[src/rtl/picoview_pkg.sv]
// Shared widths, defaults and sweep FSM state encoding.
package picoview_pkg;

  localparam int unsigned DEF_FIFO_DEPTH    = 16;
  localparam int unsigned DEF_SETTLE_CYCLES = 4;

  localparam int unsigned DATA_W   = 32;
  localparam int unsigned COUNT_W  = 16;
  localparam int unsigned LEVEL_W  = 9;
  localparam int unsigned SETTLE_W = 8;

  typedef enum logic [2:0] {
    ST_IDLE    = 3'd0,
    ST_SETTLE  = 3'd1,
    ST_TRIGGER = 3'd2,
    ST_WAIT    = 3'd3,
    ST_STORE   = 3'd4
  } sweep_state_t;

endpackage

[src/rtl/sync_fifo.sv]
// First-word-fall-through synchronous FIFO with occupancy output.
module sync_fifo #(
  parameter  int unsigned WIDTH = 32,
  parameter  int unsigned DEPTH = 16,
  localparam int unsigned AW    = $clog2(DEPTH),
  localparam int unsigned LW    = $clog2(DEPTH) + 1
) (
  input  logic             clk,
  input  logic             reset_n,
  input  logic             i_push,
  input  logic [WIDTH-1:0] i_data,
  input  logic             i_pop,
  output logic [WIDTH-1:0] o_head_c,
  output logic             o_valid_c,
  output logic             o_full_c,
  output logic [LW-1:0]    o_level
);

  logic [WIDTH-1:0] r_mem [DEPTH];
  logic [AW-1:0]    r_wr_ptr;
  logic [AW-1:0]    r_rd_ptr;
  logic [LW-1:0]    r_level;
  logic             w_push;
  logic             w_pop;

  assign o_valid_c = (r_level != '0);
  assign o_full_c  = (r_level == LW'(DEPTH));
  assign o_level   = r_level;
  assign o_head_c  = o_valid_c ? r_mem[r_rd_ptr] : '0;

  // Pop only real data; a push at full is accepted when a pop frees the slot.
  assign w_pop  = i_pop && o_valid_c;
  assign w_push = i_push && (!o_full_c || w_pop);

  // Storage array, no reset needed.
  always_ff @(posedge clk) begin
    if (w_push) r_mem[r_wr_ptr] <= i_data;
  end

  // Pointers and occupancy.
  always_ff @(posedge clk or negedge reset_n) begin
    if (!reset_n) begin
      r_wr_ptr <= '0;
      r_rd_ptr <= '0;
      r_level  <= '0;
    end else begin
      if (w_push) r_wr_ptr <= r_wr_ptr + AW'(1);
      if (w_pop)  r_rd_ptr <= r_rd_ptr + AW'(1);
      case ({w_push, w_pop})
        2'b10:   r_level <= r_level + LW'(1);
        2'b01:   r_level <= r_level - LW'(1);
        default: r_level <= r_level;
      endcase
    end
  end

endmodule

[src/rtl/sweep_sequencer.sv]
// Delay-sweep sequencer: steps the ETS sampler delay, triggers it, and queues results.
module sweep_sequencer
  import picoview_pkg::*;
#(
  parameter int unsigned FIFO_DEPTH    = DEF_FIFO_DEPTH,
  parameter int unsigned SETTLE_CYCLES = DEF_SETTLE_CYCLES
) (
  input  logic               clk,
  input  logic               reset_n,
  input  logic               start,
  input  logic               abort,
  input  logic [DATA_W-1:0]  delay_start,
  input  logic [DATA_W-1:0]  delay_step,
  input  logic [COUNT_W-1:0] point_count,
  output logic               sampler_request_run,
  output logic [DATA_W-1:0]  sampler_delay,
  input  logic               sampler_result_ready,
  input  logic [DATA_W-1:0]  sampler_result,
  output logic [DATA_W-1:0]  result_data,
  output logic               result_valid,
  input  logic               result_pop,
  output logic               busy,
  output logic               done,
  output logic               aborted,
  output logic [LEVEL_W-1:0] fifo_level
);

  localparam int unsigned FIFO_LW = $clog2(FIFO_DEPTH) + 1;

  sweep_state_t        r_state,      w_state_nxt;
  logic [SETTLE_W-1:0] r_settle_cnt, w_settle_cnt_nxt;
  logic [DATA_W-1:0]   r_delay,      w_delay_nxt;
  logic [DATA_W-1:0]   r_step,       w_step_nxt;
  logic [COUNT_W-1:0]  r_points,     w_points_nxt;
  logic [DATA_W-1:0]   r_capture,    w_capture_nxt;
  logic                r_done,       w_done_nxt;
  logic                r_aborted,    w_aborted_nxt;
  logic                r_run,        w_run_nxt;
  logic                r_busy,       w_busy_nxt;
  logic                w_push;
  logic                w_fifo_full;
  logic [FIFO_LW-1:0]  w_fifo_level;

  // State and datapath registers.
  always_ff @(posedge clk or negedge reset_n) begin
    if (!reset_n) begin
      r_state      <= ST_IDLE;
      r_settle_cnt <= '0;
      r_delay      <= '0;
      r_step       <= '0;
      r_points     <= '0;
      r_capture    <= '0;
      r_done       <= 1'b0;
      r_aborted    <= 1'b0;
      r_run        <= 1'b0;
      r_busy       <= 1'b0;
    end else begin
      r_state      <= w_state_nxt;
      r_settle_cnt <= w_settle_cnt_nxt;
      r_delay      <= w_delay_nxt;
      r_step       <= w_step_nxt;
      r_points     <= w_points_nxt;
      r_capture    <= w_capture_nxt;
      r_done       <= w_done_nxt;
      r_aborted    <= w_aborted_nxt;
      r_run        <= w_run_nxt;
      r_busy       <= w_busy_nxt;
    end
  end

  // Next-state and datapath updates; abort outranks all in-flight work.
  always_comb begin
    w_state_nxt      = r_state;
    w_settle_cnt_nxt = r_settle_cnt;
    w_delay_nxt      = r_delay;
    w_step_nxt       = r_step;
    w_points_nxt     = r_points;
    w_capture_nxt    = r_capture;
    w_done_nxt       = r_done;
    w_aborted_nxt    = r_aborted;
    w_push           = 1'b0;

    if (abort && (r_state != ST_IDLE)) begin
      w_state_nxt   = ST_IDLE;
      w_aborted_nxt = 1'b1;
    end else begin
      case (r_state)
        ST_IDLE: begin
          if (start) begin
            w_delay_nxt      = delay_start;
            w_step_nxt       = delay_step;
            w_points_nxt     = point_count;
            w_settle_cnt_nxt = '0;
            w_aborted_nxt    = 1'b0;
            if (point_count == '0) begin
              w_done_nxt = 1'b1;
            end else begin
              w_done_nxt  = 1'b0;
              w_state_nxt = ST_SETTLE;
            end
          end
        end
        ST_SETTLE: begin
          if (r_settle_cnt == SETTLE_W'(SETTLE_CYCLES - 1)) begin
            w_state_nxt = ST_TRIGGER;
          end else begin
            w_settle_cnt_nxt = r_settle_cnt + SETTLE_W'(1);
          end
        end
        ST_TRIGGER: begin
          w_state_nxt = ST_WAIT;
        end
        ST_WAIT: begin
          if (sampler_result_ready) begin
            w_capture_nxt = sampler_result;
            w_state_nxt   = ST_STORE;
          end
        end
        ST_STORE: begin
          if (!w_fifo_full || result_pop) begin
            w_push       = 1'b1;
            w_points_nxt = r_points - COUNT_W'(1);
            if (r_points == COUNT_W'(1)) begin
              w_state_nxt = ST_IDLE;
              w_done_nxt  = 1'b1;
            end else begin
              w_delay_nxt      = r_delay + r_step;
              w_settle_cnt_nxt = '0;
              w_state_nxt      = ST_SETTLE;
            end
          end
        end
        default: begin
          w_state_nxt = ST_IDLE;
        end
      endcase
    end

    w_run_nxt  = (w_state_nxt == ST_TRIGGER);
    w_busy_nxt = (w_state_nxt != ST_IDLE);
  end

  // Result queue between sampler and host.
  sync_fifo #(
    .WIDTH (DATA_W),
    .DEPTH (FIFO_DEPTH)
  ) u_fifo (
    .clk       (clk),
    .reset_n   (reset_n),
    .i_push    (w_push),
    .i_data    (r_capture),
    .i_pop     (result_pop),
    .o_head_c  (result_data),
    .o_valid_c (result_valid),
    .o_full_c  (w_fifo_full),
    .o_level   (w_fifo_level)
  );

  assign sampler_request_run = r_run;
  assign sampler_delay       = r_delay;
  assign busy                = r_busy;
  assign done                = r_done;
  assign aborted             = r_aborted;
  assign fifo_level          = LEVEL_W'(w_fifo_level);

endmodule

[config.mk]
export PLATFORM = sky130hd
export DESIGN_NAME = sweep_sequencer
export DESIGN_NICKNAME = d
export VERILOG_FILES = /design/src/rtl/picoview_pkg.sv /design/src/rtl/sync_fifo.sv /design/src/rtl/sweep_sequencer.sv
export SDC_FILE = /design/constraint.sdc
export NUM_CORES = 1
export LEC_CHECK = 0
export BUFFER_PORTS_ARGS = -buffer_cell sky130_fd_sc_hd__buf_2
export CAP_MARGIN = 40
export CORE_MARGIN = 3
export CORE_UTILIZATION = 60
export DETAILED_ROUTE_END_ITERATION = 8
export PLACE_DENSITY_LB_ADDON = 0.2
export SLEW_MARGIN = 20
export SYNTH_ARGS = -nofsm -noshare
export SYNTH_HDL_FRONTEND = slang
export SYNTH_SLANG_ARGS = --single-unit
export TNS_END_PERCENT = 100
[constraint.sdc]
create_clock -name clk -period 6.1 [get_ports clk]
set_clock_uncertainty 0.05 [all_clocks]
set_input_delay 1.22 -clock clk [delete_from_list [all_inputs] [get_ports clk]]
set_output_delay 1.22 -clock clk [all_outputs]
set_load 0.1 [all_outputs]
Word-level counts from Yosys, hierarchy flattened
Memory sizes are Yosys's and may differ from the RTL's.
Cells that the tools add are included.
- RAM bits: 512
- memories kept: 1
- bits in registers: 140
- logic and storage cells: 95
- equality and inequality tests: 15
- bitwise gates (word level): 1
- reduce and logical (&&, ||, !) cells: 23
- $add $sub $neg: 7
- mux-type cells: 35
- memories (memory ; depth ; width ; read ports ; clocked after Yosys merged registers in ; write ports ; RTL line ; text):
    u_fifo.r_mem ; 16 ; 32 ; 1 ; 0 ; 1 ; sync_fifo.sv:19 ; logic [WIDTH-1:0] r_mem [DEPTH];
- operators by type and width (operator ; count):
    two-way mux 32 bit ; 4
    one-hot mux 32 bit (2 select lines) ; 1
    adder 32 bit ; 1
    two-way mux 16 bit ; 2
    two-way mux 8 bit ; 4
    one-hot mux 16 bit (2 select lines) ; 1
    one-hot mux 8 bit (3 select lines) ; 1
    two-way mux 3 bit ; 6
    equality test 16 x 1 -> 1 bit (second input constant) ; 1
    logical NOT 16 bit ; 1
    subtractor 16 x 1 -> 16 bit (second input constant) ; 1
    one-hot mux 3 bit (5 select lines) ; 1
    two-way mux 1 bit ; 13
    inequality test 2 bit (second input constant) ; 5
    one-hot mux 5 bit (2 select lines) ; 1
    AND reduction 5 bit ; 2
    equality test 3 x 2 -> 1 bit (second input constant) ; 3
    nonzero test 3 bit ; 3
    adder 4 x 1 -> 4 bit (second input constant) ; 2
    adder 8 x 1 -> 8 bit (second input constant) ; 1
    equality test 8 x 2 -> 1 bit (second input constant) ; 1
    nonzero test 2 bit ; 4
    AND reduction 3 bit ; 2
    AND reduction 6 bit ; 1
    other kinds (16) ; 19

Depth between registers and ports, before layout
- word-level depth: 9
- mapped depth: 15
- mapped depth without buffers: 13

By module
A second synthesis with hierarchy kept.
- cell total of the unflattened synthesis: 1792
- area total of the unflattened synthesis: 27883.0 um2
- modules (own cells, without submodules) (module ; sequential area each (um2) ; cells each ; instances ; area an instance (um2)):
    sync_fifo ; 15700.1 ; 947 ; 1 ; 20394.6
    sweep_sequencer ; 3178.0 ; 845 ; 1 ; 7488.4

Worst setup path before layout
Ideal clock, no wire load.
- path type: input-to-reg
- from: input port result_pop
- to: memory u_fifo.r_mem[3][0] (enable)
- path buffers: 1
- setup time: 0.461 ns
- data arrival time: 4.325 ns
- slack: 1.264 ns
- cell stages on the path: 6
- cells stage by stage: nor2b_1 -> and2_1 -> nor3_2 -> clkbuf_1 -> nand2_1 -> nor3_1
- cells in the longest elaborated chain, start to end: 7
- ends and longest elaborated chain (item ; RTL line ; text):
    start: declaration ; sweep_sequencer.sv:21 ; input logic result_pop,
    logical OR 1 bit ; sweep_sequencer.sv:120 ; if (!w_fifo_full || result_pop) begin
    two-way mux 1 bit ; sweep_sequencer.sv:120 ;
    two-way mux 1 bit ; sweep_sequencer.sv:87 ; case (r_state)
    two-way mux 1 bit ; sweep_sequencer.sv:83 ; if (abort && (r_state != ST_IDLE)) begin
    logical AND 1 bit * ; sync_fifo.sv:33 ; assign w_push = i_push && (!o_full_c || w_pop);
    two-way mux 1 bit * ; sync_fifo.sv:37 ; if (w_push) r_mem[r_wr_ptr] <= i_data;
    two-way mux 1 bit (implied by the code) * ; sync_fifo.sv:37 ;
    end: declaration ; sync_fifo.sv:19 ;
Every way passes the cells marked *; elsewhere a longest branch is shown, timed or not.

Final worst setup path
- from: register u_fifo.r_rd_ptr[0]
- to: output port result_data[15]
- cells in the longest elaborated chain, start to end: 2
- ends and longest elaborated chain (item ; RTL line ; text):
    start: declaration ; sync_fifo.sv:21 ; logic [AW-1:0] r_rd_ptr;
    start signal: assignment ; sync_fifo.sv:48 ; if (w_pop) r_rd_ptr <= r_rd_ptr + AW'(1);
    memory (16 x 32 bit) ; - ;
    two-way mux 32 bit ; sync_fifo.sv:29 ; assign o_head_c = o_valid_c ? r_mem[r_rd_ptr] : '0;
    end: declaration ; sweep_sequencer.sv:19 ; output logic [DATA_W-1:0] result_data,
No other way between the ends.

==> results.tsv <==
stage	metric	value	unit
hold_path	Hold Crit Endpoint	r_step[19]$_DFFE_PN0P_	
routing	Routed Antenna Nets	0	
clocking	Num CTS Buffers	61	
outcome	run status	completed	
floorplanning	die area	48400	sq um
worst_setup_path	CP endpoint kind	output pin	
grt	vias in the first global route	16400	
sta	max-slew violation count	0	
clocking	clk sinks	652	
synthesis	library cells used by synthesis	74	
clocking	clock latency on the worst-skew pair	0.61	ns
clocking	maximum clock path buffer count	3	
routing	TritonRoute pass-1 iters	5	
clocking	hold_buf cts	0	
routing	Iteration-0 DRC Markers	1414	
finish	Sequential Area	18900	sq um
sta	final setup TNS	0	ns
worst_setup_path	worst reg-to-reg setup slack	2.28	ns
pwr	Pleak	11.5	nW
finish	area of the multi-input gates	8260	sq um
synthesis	asr flop ratio synth	21.5	%
sta	RSZ-0062 raised after global routing	no	
grt	initial antenna violation count	2	
worst_setup_path	kind of critical path	flip-flop to output pin	
worst_setup_path	Worst R2R Start	u_fifo.o_level[1]$_DFFE_PN0P_	
place	dpl hpwl	38.4	mm
sta	Slew headroom	45.9	%
floorplanning	Starting Density	61.5	%
sta	Tcrit/Tclk final	78.6	%
synthesis	Mapped Area	27500	sq um
sta	Max Fclk	209	MHz
sta	final count of negative-setup-slack endpoints	0	
synthesis	Avg Cell Area, Syn	16.6	sq um
place	IO buf count	191	
clocking	H-tree Lvls	2	
hold_path	Hold WC Path Type	flip-flop to flip-flop	
floorplanning	Die W	220	microns
sta	worst hold margin	0.433	ns
finish	layout cells sized above 1	28.9	%
worst_setup_path	worst reg2reg path depth	12	
worst_setup_path	crit path DAT	3.52	ns
finish	Nets	2033	
place	worst slack at placement	1.91	ns
worst_setup_path	CP Max Fanout	27	
finish	Util after Layout	70.2	%
hold_path	Worst Hold Depth	2	
routing	final WL	64.1	mm
finish	Filler cells	2881	
routing	drt drc	0	
hold_path	hold path startpoint	r_step[19]$_DFFE_PN0P_	
clocking	Worst-path clk slew	0.06	ns
grt	GRT Total Usage	27.4	%
synthesis	synth warn	0	
sta	PnR worst setup slack	1.31	ns
clocking	CTS tree	built	
worst_setup_path	R2R Path End	u_fifo.o_level[4]$_DFFE_PN0P_	
routing	Routed WL per cell	25.5	microns
worst_setup_path	Critical Path Start Type	flip-flop	
synthesis	Post-Syn Instances	1659	
clocking	# resized after CTS	0	
pwr	VDD IR max	672	uV
grt	GRT overflow	0	
sta	endpoints failing hold	0	
floorplanning	io pins	196	
pwr	Cell Pwr Density	555	nW/um^2
synthesis	register area share after synthesis	68.7	%
synthesis	Yosys reg bits	652	
grt	first-pass GRT wire length	98.6	mm
job	number of max-cap violations	0	
sta	minimum clock period	4.79	ns
synthesis	Post-synth top flop	edfxtp_1	
synthesis	Post-synth EDFFs	512	
routing	number of vias per cell	6.28	
clocking	clk root buf	clkbuf_16	
sta	worst slew pin tran	0.810	ns
floorplanning	Cell Rows	77	
floorplanning	Core Box Area	44700	sq um
routing	via count	15800	
floorplanning	DIE HEIGHT	220	microns
grt	pin count of the biggest net entering global routing	65	
finish	Layout area overhead	14.1	%
clocking	setup bufs post-CTS	0	
worst_setup_path	worst endpoint required time	4.83	ns
place	Final GP Congestion	0.864	
-- area by class of cell --
cell class                      count  area share [%]
Clock inverter                     29           0.802
Antenna cell                        2          0.0160
Multi-Input combinational cell    893            26.3
Sequential cell                   652            60.2
Timing Repair Buffer              234            4.54
Clock buffer                       86            5.40
Inverter                           29           0.347
Tap cell                          592            2.36
-- layout by cell type (no fill, tap or decap), drive strengths merged, types with 9 or more instances in the layout --
cell and instances:
mux2 37, buf 234, or3 12, mux4 160, nand2 169, clkinv 20, a21oi 73, and2 37
edfxtp 512, o21ai 56, nor2 75, nor4 9, ha 43, nand4 16, clkbuf 86, inv 32
nand3 17, and3 14, dfrtp 140, xor2 11, nor3 21, a31oi 12, o22ai 11, xnor2 27
-- critical path: stages, from the launching register on --
cell and delay, ns:
dfrtp_4 0.79, buf_4 0.54, mux4_2 0.58, mux4_2 0.48, and2_1 0.20, buf_2 0.30
-- worst max-delay path by stage --
stage	end	from
after floorplan	u_fifo.r_mem[3][0]$_DFFE_PP_	result_pop
after global placement	result_data[18]	u_fifo.r_rd_ptr[0]$_DFFE_PN0P_
after detailed placement	result_data[15]	u_fifo.r_rd_ptr[0]$_DFFE_PN0P_
after CTS	result_data[15]	u_fifo.r_rd_ptr[0]$_DFFE_PN0P_
after global routing	result_data[15]	u_fifo.r_rd_ptr[0]$_DFFE_PN0P_
final	result_data[15]	u_fifo.r_rd_ptr[0]$_DFFE_PN0P_
-- per-layer routing --
layer  up-vias  routed length [microns]  global-route usage (%)
li1       6896                        -                       -
met5         -                       18                       0
met3       132                     4250                    3.60
met4         2                     1880                    8.69
met1      8092                    24600                    37.0
met2       691                    33300                    47.2
-- state kept, by name, summed over array words and instances, names as in the netlist --
name and count:
r_points 16, aborted 1, r_settle_cnt 8, u_fifo.r_mem 512, u_fifo.r_wr_ptr 4, u_fifo.r_rd_ptr 4, done 1, r_step 32
sampler_request_run 1, sampler_delay 32, r_capture 32, r_state 3, u_fifo.o_level 5, busy 1
-- cell usage after synthesis, drive strengths merged (12+ instances only) --
cell type	instances	area [sq um]
nor2	75	282
inv	29	109
nand3	17	85.1
clkbuf	58	228
or3	12	80.1
xnor2	27	236
nor3	21	110
a31oi	12	81.3
ha	43	538
buf	30	151
mux2	37	417
nand4	16	100
a21oi	73	365
o21ai	56	284
and3	14	88.8
nand2	169	634
and2	37	231
dfrtp	140	3500
mux4	160	3600
edfxtp	512	15400
-- kinds of logic (layout without fill, tap and decap cells) --
group / Yosys count / after routing / synth area share [%]
flip-flops: 652 / 652 / 68.7
AND/OR/NAND/NOR: 393 / 393 / 6.72
AO/OA/AOI/OAI: 212 / 212 / 4.75
multiplexers: 202 / 202 / 14.8
buffers and inverters: 117 / 378 / 1.78
adder cells (fa/ha/maj): 44 / 44 / 2.03
XOR/XNOR: 38 / 38 / 1.21
other: 1 / 6 / 0.0136
-- per-stage QoR --
step	total power, mW	cells	instance area [sq um]
after floorplan	12.3	1662	27500
after global placement	13.7	2394	29300
after detailed placement	13.8	2400	29400
after CTS	17.5	2515	31400
after global routing	18.2	2515	31400
final	17.4	2517	31400
-- report_power, final --
group | internal (mW) | leakage, nW | total, mW | switching [mW]
Clock | 2.10 | 0.950 | 3.69 | 1.58
Combinational | 2.40 | 4.08 | 7.33 | 4.93
Sequential | 5.53 | 6.45 | 6.38 | 0.844
(Power assumes the default switching activity.)
